[src/rtl/matrix_load_sequencer.sv]
// matrix_load_sequencer: streams X then Y operand words into the multiplier
// RAMs, pulses the multiplier start and waits for its busy handshake.
// Optional watchdog on the busy handshake: define MATRIX_LOAD_TIMEOUT_EN.
module matrix_load_sequencer #(
    parameter int unsigned ADDR_WIDTH     = 4,
    parameter int unsigned DATA_WIDTH     = 32,
    parameter int unsigned X_ROWS         = 2,
    parameter int unsigned Y_COLS         = 2,
    parameter int unsigned X_COLS_Y_ROWS  = 2,
    parameter int unsigned TIMEOUT_CYCLES = 1024
) (
    input  logic                  clk,
    input  logic                  rst,
    input  logic                  load,
    input  logic                  s_valid,
    input  logic [DATA_WIDTH-1:0] s_data,
    output logic                  s_ready,
    output logic [ADDR_WIDTH-1:0] ram_addr,
    output logic [1:0]            ram_sel,
    output logic                  ram_wen,
    output logic [DATA_WIDTH-1:0] ram_data_in,
    output logic                  mm_start,
    input  logic                  mm_busy,
    output logic                  busy,
    output logic                  done,
    output logic                  timeout_err
);

    localparam int unsigned X_WORDS = X_ROWS * X_COLS_Y_ROWS;
    localparam int unsigned Y_WORDS = X_COLS_Y_ROWS * Y_COLS;
    localparam logic [ADDR_WIDTH-1:0] X_LAST = ADDR_WIDTH'(X_WORDS - 1);
    localparam logic [ADDR_WIDTH-1:0] Y_LAST = ADDR_WIDTH'(Y_WORDS - 1);

    localparam logic [1:0] SEL_X = 2'd0;
    localparam logic [1:0] SEL_Y = 2'd1;

    typedef enum logic [2:0] {
        IDLE      = 3'd0,
        LOAD_X    = 3'd1,
        LOAD_Y    = 3'd2,
        START     = 3'd3,
        WAIT_BUSY = 3'd4,
        WAIT_DONE = 3'd5,
        DONE      = 3'd6
    } state_t;

    state_t                  state;
    state_t                  state_next;
    logic [ADDR_WIDTH-1:0]   cnt;
    logic [ADDR_WIDTH-1:0]   cnt_next;
    logic                    s_ready_next;
    logic [ADDR_WIDTH-1:0]   ram_addr_next;
    logic [1:0]              ram_sel_next;
    logic                    ram_wen_next;
    logic [DATA_WIDTH-1:0]   ram_data_next;
    logic                    mm_start_next;
    logic                    busy_next;
    logic                    done_next;

`ifdef MATRIX_LOAD_TIMEOUT_EN
    localparam int unsigned WD_WIDTH = $clog2(TIMEOUT_CYCLES) + 1;
    localparam logic [WD_WIDTH-1:0] WD_LAST = WD_WIDTH'(TIMEOUT_CYCLES - 1);

    logic [WD_WIDTH-1:0] wd_cnt;
    logic [WD_WIDTH-1:0] wd_cnt_next;
    logic                timeout_err_next;
`else
    // No watchdog: the error flag can never be raised.
    assign timeout_err = 1'b0;
`endif

    // Next-state, word counter and registered-output next values.
    always_comb begin
        state_next    = state;
        cnt_next      = cnt;
        ram_addr_next = ram_addr;
        ram_sel_next  = ram_sel;
        ram_wen_next  = 1'b0;
        ram_data_next = ram_data_in;
        mm_start_next = 1'b0;
`ifdef MATRIX_LOAD_TIMEOUT_EN
        wd_cnt_next      = '0;
        timeout_err_next = timeout_err;
`endif

        case (state)
            IDLE: begin
                if (load) begin
                    state_next = LOAD_X;
                    cnt_next   = '0;
`ifdef MATRIX_LOAD_TIMEOUT_EN
                    timeout_err_next = 1'b0;
`endif
                end
            end
            LOAD_X: begin
                if (s_valid) begin
                    ram_wen_next  = 1'b1;
                    ram_sel_next  = SEL_X;
                    ram_addr_next = cnt;
                    ram_data_next = s_data;
                    if (cnt == X_LAST) begin
                        state_next = LOAD_Y;
                        cnt_next   = '0;
                    end else begin
                        cnt_next = cnt + ADDR_WIDTH'(1);
                    end
                end
            end
            LOAD_Y: begin
                if (s_valid) begin
                    ram_wen_next  = 1'b1;
                    ram_sel_next  = SEL_Y;
                    ram_addr_next = cnt;
                    ram_data_next = s_data;
                    if (cnt == Y_LAST) begin
                        state_next = START;
                        cnt_next   = '0;
                    end else begin
                        cnt_next = cnt + ADDR_WIDTH'(1);
                    end
                end
            end
            START: begin
                // START lines up with the last Y write, so the pulse lands one cycle after it.
                mm_start_next = 1'b1;
                state_next    = WAIT_BUSY;
            end
            WAIT_BUSY: begin
                if (mm_busy) begin
                    state_next = WAIT_DONE;
                end
            end
            WAIT_DONE: begin
                if (!mm_busy) begin
                    state_next = DONE;
                end
            end
            DONE: begin
                state_next = IDLE;
            end
            default: begin
                state_next = IDLE;
            end
        endcase

`ifdef MATRIX_LOAD_TIMEOUT_EN
        // Watchdog counts every cycle spent waiting on the multiplier and overrides the FSM on expiry.
        if (state == WAIT_BUSY || state == WAIT_DONE) begin
            wd_cnt_next = wd_cnt + WD_WIDTH'(1);
            if (wd_cnt == WD_LAST) begin
                state_next       = IDLE;
                wd_cnt_next      = '0;
                timeout_err_next = 1'b1;
            end
        end
`endif

        // Status outputs are registered copies of the state being entered.
        s_ready_next = (state_next == LOAD_X) || (state_next == LOAD_Y);
        busy_next    = (state_next != IDLE);
        done_next    = (state_next == DONE);
    end

    // State, counters and all outputs; reset clears everything at once.
    always_ff @(posedge clk or negedge rst) begin
        if (!rst) begin
            state       <= IDLE;
            cnt         <= '0;
            s_ready     <= 1'b0;
            ram_addr    <= '0;
            ram_sel     <= 2'd0;
            ram_wen     <= 1'b0;
            ram_data_in <= '0;
            mm_start    <= 1'b0;
            busy        <= 1'b0;
            done        <= 1'b0;
`ifdef MATRIX_LOAD_TIMEOUT_EN
            wd_cnt      <= '0;
            timeout_err <= 1'b0;
`endif
        end else begin
            state       <= state_next;
            cnt         <= cnt_next;
            s_ready     <= s_ready_next;
            ram_addr    <= ram_addr_next;
            ram_sel     <= ram_sel_next;
            ram_wen     <= ram_wen_next;
            ram_data_in <= ram_data_next;
            mm_start    <= mm_start_next;
            busy        <= busy_next;
            done        <= done_next;
`ifdef MATRIX_LOAD_TIMEOUT_EN
            wd_cnt      <= wd_cnt_next;
            timeout_err <= timeout_err_next;
`endif
        end
    end

endmodule

[config.mk]
export PLATFORM = sky130hd
export DESIGN_NAME = matrix_load_sequencer
export DESIGN_NICKNAME = d
export VERILOG_FILES = /design/src/rtl/matrix_load_sequencer.sv
export SDC_FILE = /design/constraint.sdc
export NUM_CORES = 1
export LEC_CHECK = 0
export BUFFER_PORTS_ARGS = -buffer_cell sky130_fd_sc_hd__buf_2
export CAP_MARGIN = 40
export CORE_AREA = 3 3 70 72
export DETAILED_ROUTE_END_ITERATION = 12
export DIE_AREA = 0 0 73 75
export PLACE_DENSITY = 0.86
export SLEW_MARGIN = 20
export SYNTH_ARGS = -nofsm -noshare
export SYNTH_HDL_FRONTEND = slang
export SYNTH_SLANG_ARGS = --single-unit
[constraint.sdc]
create_clock -name clk -period 1.85 [get_ports clk]
set_clock_uncertainty 0.05 [all_clocks]
set_input_delay 0.555 -clock clk [delete_from_list [all_inputs] [get_ports clk]]
set_output_delay 0.555 -clock clk [all_outputs]
set_load 0.02 [all_outputs]
==> metrics.md <==
| Metric | Value |
|---|---|
| Worst hold path class | in2async |
| Syn Inst Count | 139 |
| Share of layout cells above drive strength 1 | 0.601 |
| Minimum clock period | ~1.6 ns |
| CTS Buffer Depth | 2 |
| CP Max Fanout | 5 |
| Die area | ~5500 um^2 |
| DRT Wirelength | 3.65 mm |
| Count of cell types in the netlist | 35 |
| Net Switching | between 1.5 and 2 mW |
| Final hold slack | 0.167 ns |
| Antenna violations before repair | 0 |
| Count of final setup violators | 0 |
| Area contributors post-synth | dfrtp_1 60%, mux2_2 19%, buf_6 3.3%, mux2_4 1.5%, nand3b_1 1.1% |
| Count of final hold-check violations | 0 |
| Post-synth top cells | 49 x dfrtp_1, 35 x mux2_2, 6 x buf_6 |
| Placed insts | around 270 |
| Initial DRT Pass Iterations | 4 |
| Max stage delay cell, worst path | dfrtp_1 |
| Hold Buf Count CTS | 0 |
| DR WL/cell | 13.3 um |
| Die Width | 73 um |
| Leak pwr | 1.28 nW |
| Largest net degree at the start of global routing | 50 |
| Ys async rst share | 1.00 |
| Reg clk slew, reported paths | 0.08 ns |
| Antenna diodes | 0 |
| Top_reg_cell synth | dfrtp_1 |
| Critical path class | reg2reg |
| Total number of vias | about 1300 |
| Clock Power Share | 0.156 |
| Switch share | 0.372 |
| Avg Cell Area, Syn | 14.7 um^2 |
| Root Driver | clkbuf_8 |
| Worst skew pair latency | 0.29 ns |
| Status | completed |
| Peak Freq | 0.611 GHz |
| Total track usage | 0.132 |
| Post-cts repair resize count | 0 |
| Int Pwr | 3.08 mW |
| Crit end category | flop |
| GRT Residual Overflow | 0 |
| Number of global-route vias before repair | roughly 1200 |
| H-tree Lvls | 2 |
| Arrival @ worst endpoint | 1.80 ns |
| Area delta synth->final | 27.5% |
| Peak supply drop | between 0.6 and 0.7 mV |
| Cell taking the most area after synthesis | dfrtp_1 |
| Reg power frac | 0.365 |
| Fin crit share | 0.885 |
| Total power | 4.90 mW |
| Mapped cell area | 2050 um^2 |
| Post CTS Setup Buffer Count | 0 |
| Top delay family on crit path | simple AND/OR/NAND/NOR gates |
| Critical path cell sequence | ha_1 > nor3b_1 > nand2_1 > mux2_2 > o22ai_1 |
| RSZ-0062 raised after global routing | false |
| CP max stage delay | 0.43 ns |
| Post-synthesis sequential element count | 49 |
| Setup ws final | 0.213 ns |
| Die Span Y | 75 um |
| CP bufs+invs | 0 |
| Placed Instance Area | 2490 um^2 |
| Top-count cell post-synth | dfrtp_1 |
| Initial core utilization | 0.470 |
| Crit start category | flop |
| Routability Congestion | 0.699 |
| Share of the synthesized area in the top cell type | 0.599 |
| Comb power frac | 0.479 |
| Slew Viols, Final | 0 |
| EDFF count, synth | 0 |
| DRC | 0 |
| Warnings from Yosys | 0 |
| Final Util | 0.600 |
| Setup WS pre-CTS | ~0.14 ns |
| Post-DP HPWL | between 2 and 3 mm |
| Max-cap viol count | 0 |
| Total number of placement rows | 24 |
| I/O Pins | 81 |
| DR vias/cell | between 4 and 5 |
| Final TNS setup | 0 ns |
| Finished layout cell area | ~2600 um^2 |
| Final ANT Viol Nets | 0 |
| CTS tree | done |
| Final #Nets | 260 |
| Cts bufs inserted | 5 |
| PwrDens | 1880 nW/um^2 |
| Detailed router's first-iteration violation count | 41 |
| Area of the core | 4350 um^2 |
| Sequential area share after synthesis | 0.599 |
| Global-route wire length before repair | 5.55 mm |
| Critical Path RT | 2.02 ns |
| # clock sinks | 49 |
| Port-buffer cells | a little under 80 |
| Final Non-Filler Cells | ~280 |
## kinds of logic (layout without fill, tap and decap cells)
kind of cell	count (synthesis)	in the layout	share of synthesized area
and+or+nand+nor	20	20	0.0611
AOI/OAI and AO/OA	17	17	0.0617
adders and majority gates	1	1	0.00611
other	1	2	0.00183
DFF	49	49	0.599
xor gates and xnor gates	1	1	0.00794
buffers and inverters	11	94	0.0458
muxes	39	39	0.217
## sequential cells by signal, indices dropped and copies added, names as in the netlist
signal	cells
ram_data_in	32
cnt	4
ram_addr	4
state	3
busy	1
done	1
mm_start	1
ram_sel	1
ram_wen	1
s_ready	1
## power groups by stage
stage,Combinational (mW),Clock [mW],Sequential (mW)
4_1_cts,2.39,0.783,1.80
3_5_place_dp,2.39,0,1.82
3_3_place_gp,2.33,0,1.80
5_1_grt,2.54,0.825,1.85
6_report,2.35,0.764,1.79
2_1_floorplan,1.17,0,2.35
## area by class of cell
class	instances	area, um^2
Timing Repair Buffer	85	468
Sequential cell	49	1230
Inverter	1	3.75
Fill cell	335	1740
Clock inverter	1	30.0
Clock buffer	7	86.3
Multi-Input combinational cell	80	732
Tap cell	52	65.1
## placed cells by master (no fill, tap or decap), drive strengths merged, types with 3 or more instances in the layout
cell	count
clkbuf	7
o21ai	4
nor2	3
buf	85
nand2	5
mux2	37
dfrtp	49
nand3b	3
## final timing paths
check	startpoint	endpoint	slack, ns	depth (start not counted)
max	cnt[0]	state[1]	0.21	5
min in group clk	mm_busy	done	0.40	2
min	rst	ram_data_in[10]	0.17	2
max in group asynchronous	rst	cnt[3]	1.35	2
min reg2reg	ram_data_in[14]	ram_data_in[14]	0.45	1
max reg2reg	cnt[0]	state[1]	0.21	5
## layer usage
layer / vias to the layer above / global-route usage / part of all wire
met5: - / 0 / 0
li1: 660 / - / -
met4: 0 / 0.0676 / 0.016
met1: 624 / 0.161 / 0.42
met3: 5 / 0.0360 / 0.078
met2: 50 / 0.215 / 0.48
Note: power is estimated with default switching activity, not from simulation.
